$ cat config.mk
export PLATFORM = sky130hd
export DESIGN_NAME = io_bank_ctrl
export DESIGN_NICKNAME = d
export VERILOG_FILES = /design/src/rtl/io_bank_ctrl.sv
export SDC_FILE = /design/constraint.sdc
export NUM_CORES = 1
export LEC_CHECK = 0
export ABC_AREA = 1
export CELL_PAD_IN_SITES_DETAIL_PLACEMENT = 0
export CELL_PAD_IN_SITES_GLOBAL_PLACEMENT = 2
export CORE_UTILIZATION = 35
export DETAILED_ROUTE_END_ITERATION = 10
export HOLD_SLACK_MARGIN = 0.05
export PLACE_DENSITY = 0.82
export REMOVE_ABC_BUFFERS = 1
export SYNTH_ARGS = -nofsm -noshare
export SYNTH_HDL_FRONTEND = slang
export SYNTH_SLANG_ARGS = --single-unit
$ cat constraint.sdc
create_clock -name clk -period 3.8 [get_ports clk]
set_clock_uncertainty 0.1 [all_clocks]
set_input_delay 1.14 -clock clk [delete_from_list [all_inputs] [get_ports clk]]
set_output_delay 1.14 -clock clk [all_outputs]
set_load 0.01 [all_outputs]
$ cat src/rtl/io_bank_ctrl.sv
`default_nettype none
// ============================================================================
// Module  : io_bank_ctrl
// Brief   : N-bank IO controller: masked dir/data writes, synchronised read-back, timed pulses.
// Revision: 1.0
// ============================================================================
module io_bank_ctrl #(
   parameter int NUM_BANKS  = 4,
   parameter int BANK_NBIT  = 2,
   parameter int UNIT_NBIT  = 16,
   parameter int PULSE_NBIT = 16,
   parameter logic [NUM_BANKS*UNIT_NBIT-1:0] RST_DIR = '0,
   parameter logic [NUM_BANKS*UNIT_NBIT-1:0] RST_DB  = '0
) (
   input  logic                           clk,
   input  logic                           rst_n,
   input  logic                           cmd_vd,
   output logic                           cmd_rdy,
   input  logic [1:0]                     cmd_op,
   input  logic [BANK_NBIT-1:0]           cmd_bank,
   input  logic [UNIT_NBIT-1:0]           cmd_mask,
   input  logic [UNIT_NBIT-1:0]           cmd_dir,
   input  logic [UNIT_NBIT-1:0]           cmd_db,
   input  logic [PULSE_NBIT-1:0]          cmd_len,
   output logic                           rsp_vd,
   output logic                           rsp_err,
   output logic [UNIT_NBIT-1:0]           rsp_db,
   output logic [NUM_BANKS*UNIT_NBIT-1:0] io_dir,
   output logic [NUM_BANKS*UNIT_NBIT-1:0] io_do,
   input  logic [NUM_BANKS*UNIT_NBIT-1:0] io_di,
   output logic [NUM_BANKS-1:0]           pulse_act
);

   localparam logic [1:0] c_OP_WRITE = 2'd0;
   localparam logic [1:0] c_OP_READ  = 2'd1;
   localparam logic [1:0] c_OP_PULSE = 2'd2;
   localparam logic [1:0] c_OP_RSVD  = 2'd3;
   localparam logic [BANK_NBIT:0] c_NBANKS = (BANK_NBIT+1)'(NUM_BANKS);

   typedef enum logic [1:0] {
      S_IDLE   = 2'd0,
      S_RD_CAP = 2'd1,
      S_RD_RSP = 2'd2
   } state_t;

   state_t                         r_state;
   state_t                         w_state_nxt;
   logic                           w_acc;
   logic                           w_err;
   logic                           w_bank_ok;
   logic                           w_is_read_ok;
   logic [NUM_BANKS-1:0]           w_sel;
   logic [NUM_BANKS-1:0]           w_ovl;
   logic [NUM_BANKS-1:0]           w_act;
   logic                           r_rsp_vd;
   logic                           r_rsp_err;
   logic [UNIT_NBIT-1:0]           r_rd_q;
   logic [BANK_NBIT-1:0]           r_rd_bank;
   logic [UNIT_NBIT-1:0]           w_sync_bank;
   logic [NUM_BANKS*UNIT_NBIT-1:0] r_sync1;
   logic [NUM_BANKS*UNIT_NBIT-1:0] r_sync2;

   logic [UNIT_NBIT-1:0]  r_dir   [NUM_BANKS];
   logic [UNIT_NBIT-1:0]  r_do    [NUM_BANKS];
   logic [UNIT_NBIT-1:0]  r_pmask [NUM_BANKS];
   logic [UNIT_NBIT-1:0]  r_psave [NUM_BANKS];
   logic [PULSE_NBIT-1:0] r_cnt   [NUM_BANKS];
   logic                  r_pact  [NUM_BANKS];

   assign w_acc     = cmd_vd & (r_state == S_IDLE);
   assign w_bank_ok = {1'b0, cmd_bank} < c_NBANKS;

   // w_sel is all-zero for an out-of-range bank, so the per-bank terms vanish
   assign w_err = ~w_bank_ok
                | (cmd_op == c_OP_RSVD)
                | ((cmd_op == c_OP_PULSE) & ((cmd_len == '0) | (|(w_sel & w_act))))
                | ((cmd_op == c_OP_WRITE) & (|(w_sel & w_ovl)));

   assign w_is_read_ok = (cmd_op == c_OP_READ) & ~w_err;

   always_ff @(posedge clk or negedge rst_n) begin
      if (!rst_n) begin
         r_state <= S_IDLE;
      end else begin
         r_state <= w_state_nxt;
      end
   end

   always_comb begin
      w_state_nxt = r_state;
      cmd_rdy     = 1'b0;
      rsp_vd      = r_rsp_vd;
      rsp_db      = '0;
      case (r_state)
         S_IDLE: begin
            cmd_rdy = 1'b1;
            if (w_acc && w_is_read_ok) begin
               w_state_nxt = S_RD_CAP;
            end
         end
         S_RD_CAP: begin
            w_state_nxt = S_RD_RSP;
         end
         S_RD_RSP: begin
            rsp_vd      = 1'b1;
            rsp_db      = r_rd_q;
            w_state_nxt = S_IDLE;
         end
         default: begin
            w_state_nxt = S_IDLE;
         end
      endcase
   end

   assign rsp_err = r_rsp_err;

   // Successful READs respond from the FSM instead of this strobe
   always_ff @(posedge clk or negedge rst_n) begin
      if (!rst_n) begin
         r_rsp_vd  <= 1'b0;
         r_rsp_err <= 1'b0;
         r_rd_bank <= '0;
         r_rd_q    <= '0;
         r_sync1   <= '0;
         r_sync2   <= '0;
      end else begin
         r_rsp_vd  <= w_acc & ~w_is_read_ok;
         r_rsp_err <= w_acc & w_err;
         r_sync1   <= io_di;
         r_sync2   <= r_sync1;
         if (w_acc && w_is_read_ok) begin
            r_rd_bank <= cmd_bank;
         end
         if (r_state == S_RD_CAP) begin
            r_rd_q <= w_sync_bank;
         end
      end
   end

   always_comb begin
      w_sync_bank = '0;
      for (int b = 0; b < NUM_BANKS; b++) begin
         if (r_rd_bank == BANK_NBIT'(b)) begin
            w_sync_bank = r_sync2[b*UNIT_NBIT +: UNIT_NBIT];
         end
      end
   end

   for (genvar b = 0; b < NUM_BANKS; b++) begin : g_bank
      localparam logic [BANK_NBIT-1:0] c_IDX = BANK_NBIT'(b);

      logic                 w_wr;
      logic                 w_pl;
      logic                 w_exp;
      logic [UNIT_NBIT-1:0] w_do_base;

      assign w_sel[b] = (cmd_bank == c_IDX);
      assign w_act[b] = r_pact[b];
      assign w_ovl[b] = r_pact[b] & (|(cmd_mask & r_pmask[b]));
      assign w_wr     = w_acc & ~w_err & (cmd_op == c_OP_WRITE) & w_sel[b];
      assign w_pl     = w_acc & ~w_err & (cmd_op == c_OP_PULSE) & w_sel[b];
      assign w_exp    = r_pact[b] & (r_cnt[b] == PULSE_NBIT'(1));

      // Restore happens first so a same-cycle non-overlapping WRITE also lands
      assign w_do_base = w_exp ? ((r_do[b] & ~r_pmask[b]) | r_psave[b]) : r_do[b];

      always_ff @(posedge clk or negedge rst_n) begin
         if (!rst_n) begin
            r_dir[b]   <= RST_DIR[b*UNIT_NBIT +: UNIT_NBIT];
            r_do[b]    <= RST_DB[b*UNIT_NBIT +: UNIT_NBIT];
            r_pmask[b] <= '0;
            r_psave[b] <= '0;
            r_cnt[b]   <= '0;
            r_pact[b]  <= 1'b0;
         end else begin
            if (w_wr) begin
               r_dir[b] <= (r_dir[b] & ~cmd_mask) | (cmd_dir & cmd_mask);
            end else if (w_pl) begin
               r_dir[b] <= r_dir[b] | cmd_mask;
            end

            if (w_wr || w_pl) begin
               r_do[b] <= (w_do_base & ~cmd_mask) | (cmd_db & cmd_mask);
            end else begin
               r_do[b] <= w_do_base;
            end

            if (w_pl) begin
               r_cnt[b]   <= cmd_len;
               r_pmask[b] <= cmd_mask;
               r_psave[b] <= r_do[b] & cmd_mask;
               r_pact[b]  <= 1'b1;
            end else if (r_pact[b]) begin
               r_cnt[b] <= r_cnt[b] - PULSE_NBIT'(1);
               if (w_exp) begin
                  r_pact[b] <= 1'b0;
               end
            end
         end
      end

      assign io_dir[b*UNIT_NBIT +: UNIT_NBIT] = r_dir[b];
      assign io_do[b*UNIT_NBIT +: UNIT_NBIT]  = r_do[b];
      assign pulse_act[b]                     = r_pact[b];
   end

endmodule
`default_nettype wire

==> flow_summary_export.csv <==
group,metric,value,unit
power_and_ir_drop,vdd_drop_max,328.0,uV
placement,preCtsSetupSlack,-0.2335,ns
synthesis,synthFlopType,"dfrtp_1",
route,via_count,20590,
setup_path,startpoint_type,"register",
setup_path,crit_type,"register to output pin",
finish,final_util,46.33,%
synthesis,ys_seq_area_share,52.46,%
finish,drive_above_1_share,8.697,%
clock_network,hold_buffers,0,
synthesis,synth_area_leader_cell,"dfrtp_1",
setup_path,cp-end-kind,"output pin",
placement,place.gp.congestion,0.8198,
finish,multi_input_area,9066,sq um
route,first_pass_iters,5,
clock_network,numCtsBuffers,54,
placement,placed_area,27570,sq um
setup_path,crit_arrival,2.19,ns
placement,io_buffers,285,
run,maxCapViolations,0,
route,drtAntennaViolNets,0,
synthesis,synth-async-reset-ratio,100.0,%
placement,post-dp-hpwl,55170,um
clock_network,cts.sinks,474,
synthesis,synth.avg_cell_area,8.089,sq um
placement,placed_cells,3935,
setup_path,cp.required,2.56,ns
finish,final_cells,4032,
synthesis,synth.distinct_cells,36,
global_route,grt_start_max_net_pins,95,
route,drt-total-wl,80250,um
power_and_ir_drop,p_leak,13.26,nW
sta,period_minus_slack,3.431,ns
finish,stdcell_area,29380,sq um
synthesis,syn_area,22610,sq um
synthesis,yosysTopAreaCellShare,52.46,%
synthesis,synth_most_common_cell,"nand2_1",
setup_path,crit_path_cell_trace,"inv_1, nand2_2, nor2_1, clkdlybuf4s50_1",
sta,tightest_slew,0.9754,ns
power_and_ir_drop,p_per_area,594.6,nW/um^2
route,vias_per_cell,5.107,
sta,setup_violations,0,
global_route,grt_pass1_vias,20160,
finish,nFillCells,6132,
sta,hold_violations,0,
clock_network,clock_path_buffers,3,
floorplanning,fp.dieArea,65620,sq um
clock_network,insertion_delay,0.63,ns
synthesis,synth.area.top_cells,"dfrtp_1 (52%), nand2_1 (13%), o21ai_0 (7.7%)",
sta,fin_crit_sh,90.30,%
clock_network,cts_root_buffer,"clkbuf_16",
route,drt_drc_violations_left,0,
finish,area_growth,29.97,%
sta,maxSlewViolCount,0,
floorplanning,num_rows,92,
setup_path,cp_top_family,"buffers and inverters",
synthesis,yosysWarnings,0,
route,drtIter0Drc,1538,
floorplanning,initial_utilization,35.65,%
synthesis,synth_common_cells,"nand2_1 (806), dfrtp_1 (474), o21ai_0 (347), inv_1 (277), nor2_1 (193)",
status,status,"finished clean",
global_route,grtUsageTotal,24.39,%
clock_network,cts_tree,"done",
sta,rsz0062_at_grt,"false",
floorplanning,core_area,63430,sq um
floorplanning,die_y,256.2,um
worst_hold_path,hold_class,"register to register",
synthesis,synth-seq-cells,474,
clock_network,cts_max_level,2,
finish,final-seq-area,11860,sq um
power_and_ir_drop,power,17.47,mW
floorplanning,ios,286,
setup_path,cp_num_buf_inv,2,
synthesis,synth_edf_count,0,
global_route,grt_pass1_wl,123400,um
clock_network,clkTransAtPathRegs,0.06,ns
route,wl_per_cell,19.90,um
global_route,grt-ovfl-total,0,
setup_path,critPathSlowestCell,"clkdlybuf4s50_1",
synthesis,syn_inst,2795,
setup_path,crit_path_max_incr_delay,0.57,ns
sta,max_slew_margin,34.97,%
setup_path,worst-path-max-fanout,17,
finish,nets,3288,
sta,fin_ws,0.3687,ns
global_route,grt_antenna_before_repair,4,
floorplanning,die_x,256.2,um
sta,clock.fmax,291.4,MHz
[repair_timing]
action,in CTS,in global routing
resized for setup,0,1
buffers inserted,0,0
endpoints found under the setup margin,0,4
[report_power, final]
part           switching (mW)  total [mW]  internal (mW)
logic                    2.62        4.85           2.23
registers               0.984        7.26           6.28
clock network            2.24        5.36           3.12
[cell usage in the layout, fill, tap and decap left out, types with 3 or more instances in the layout]
| master | instances |
|---|---|
| clkbuf_16 | 54 |
| ha_1 | 8 |
| buf_12 | 39 |
| o21ai_0 | 347 |
| clkbuf_1 | 10 |
| nand2_1 | 805 |
| nor3_1 | 10 |
| a211oi_1 | 12 |
| bufinv_16 | 5 |
| xnor2_1 | 15 |
| clkinv_1 | 5 |
| a22oi_1 | 3 |
| a21boi_0 | 19 |
| dfrtp_1 | 474 |
| nor2_1 | 190 |
| inv_2 | 4 |
| nor2_2 | 8 |
| clkinvlp_4 | 3 |
| clkinv_2 | 13 |
| o21bai_1 | 68 |
| o22ai_1 | 32 |
| nor2_4 | 10 |
| o211ai_1 | 4 |
| nand3_1 | 165 |
| inv_1 | 276 |
| nor4_1 | 3 |
| o2111ai_1 | 64 |
| o21ai_1 | 17 |
| clkbuf_8 | 8 |
| clkdlybuf4s50_1 | 283 |
| a21oi_4 | 3 |
| a21oi_1 | 79 |
| xor2_1 | 9 |
| nand4_1 | 8 |
| buf_4 | 118 |
[worst paths after layout]
| path | start | to | slack (ns) | depth (start not counted) |
|---|---|---|---|---|
| setup reg to reg | r_pmask[44]$_DFFE_PN0P_ | register | 1.10 | 15 |
| hold reg to reg | r_sync1[61]$_DFF_PN0_ | r_sync2[61]$_DFF_PN0_ | 0.25 | 0 |
| setup / recovery | r_state[0]$_DFFE_PN0P_ | rsp_db[1] | 0.37 | 4 |
| max in group asynchronous | rst_n | io_do[39]$_DFF_PN0_ | 2.17 | 2 |
| min in group asynchronous | rst_n | r_sync1[13]$_DFF_PN0_ | 0.39 | 1 |
| hold / removal | r_sync1[61]$_DFF_PN0_ | r_sync2[61]$_DFF_PN0_ | 0.25 | 0 |
[layer usage]
metal	global-route usage [%]	up-vias	routed length, um
li1	-	9812	-
met1	34.41	10030	36720
met2	38.82	618	36990
met3	2.882	131	4017
met4	8.034	4	2487
met5	0	-	30
[cell families (layout without fill, tap and decap cells)]
| family | Yosys count | after routing | share of synthesized area (%) |
|---|---|---|---|
| compound gates | 651 | 651 | 16.91 |
| xor+xnor | 24 | 24 | 0.9298 |
| simple gates | 1205 | 1205 | 21.56 |
| other cells | 0 | 1 | 0 |
| flops | 474 | 474 | 52.46 |
| fa+ha+maj | 8 | 8 | 0.4427 |
| buf+inv | 433 | 823 | 7.692 |
[through the flow]
step           TNS [ns]  hold WS (ns)
6_report              0        0.2459
5_1_grt               0        0.2537
4_1_cts               0        0.2479
3_5_place_dp     -45.46        0.2347
3_3_place_gp     -47.70        0.2335
2_1_floorplan   -295.42        0.2312
[final cells by class]
| class | instances | area share, % |
|---|---|---|
| Timing Repair Buffer | 442 | 15.38 |
| Clock buffer | 72 | 5.101 |
| Antenna cell | 1 | 0.008516 |
| Clock inverter | 24 | 1.047 |
| Multi-Input combinational cell | 1888 | 30.85 |
| Sequential cell | 474 | 40.37 |
| Tap cell | 846 | 3.602 |
| Inverter | 285 | 3.641 |
Note: power is estimated with default switching activity, not from simulation.
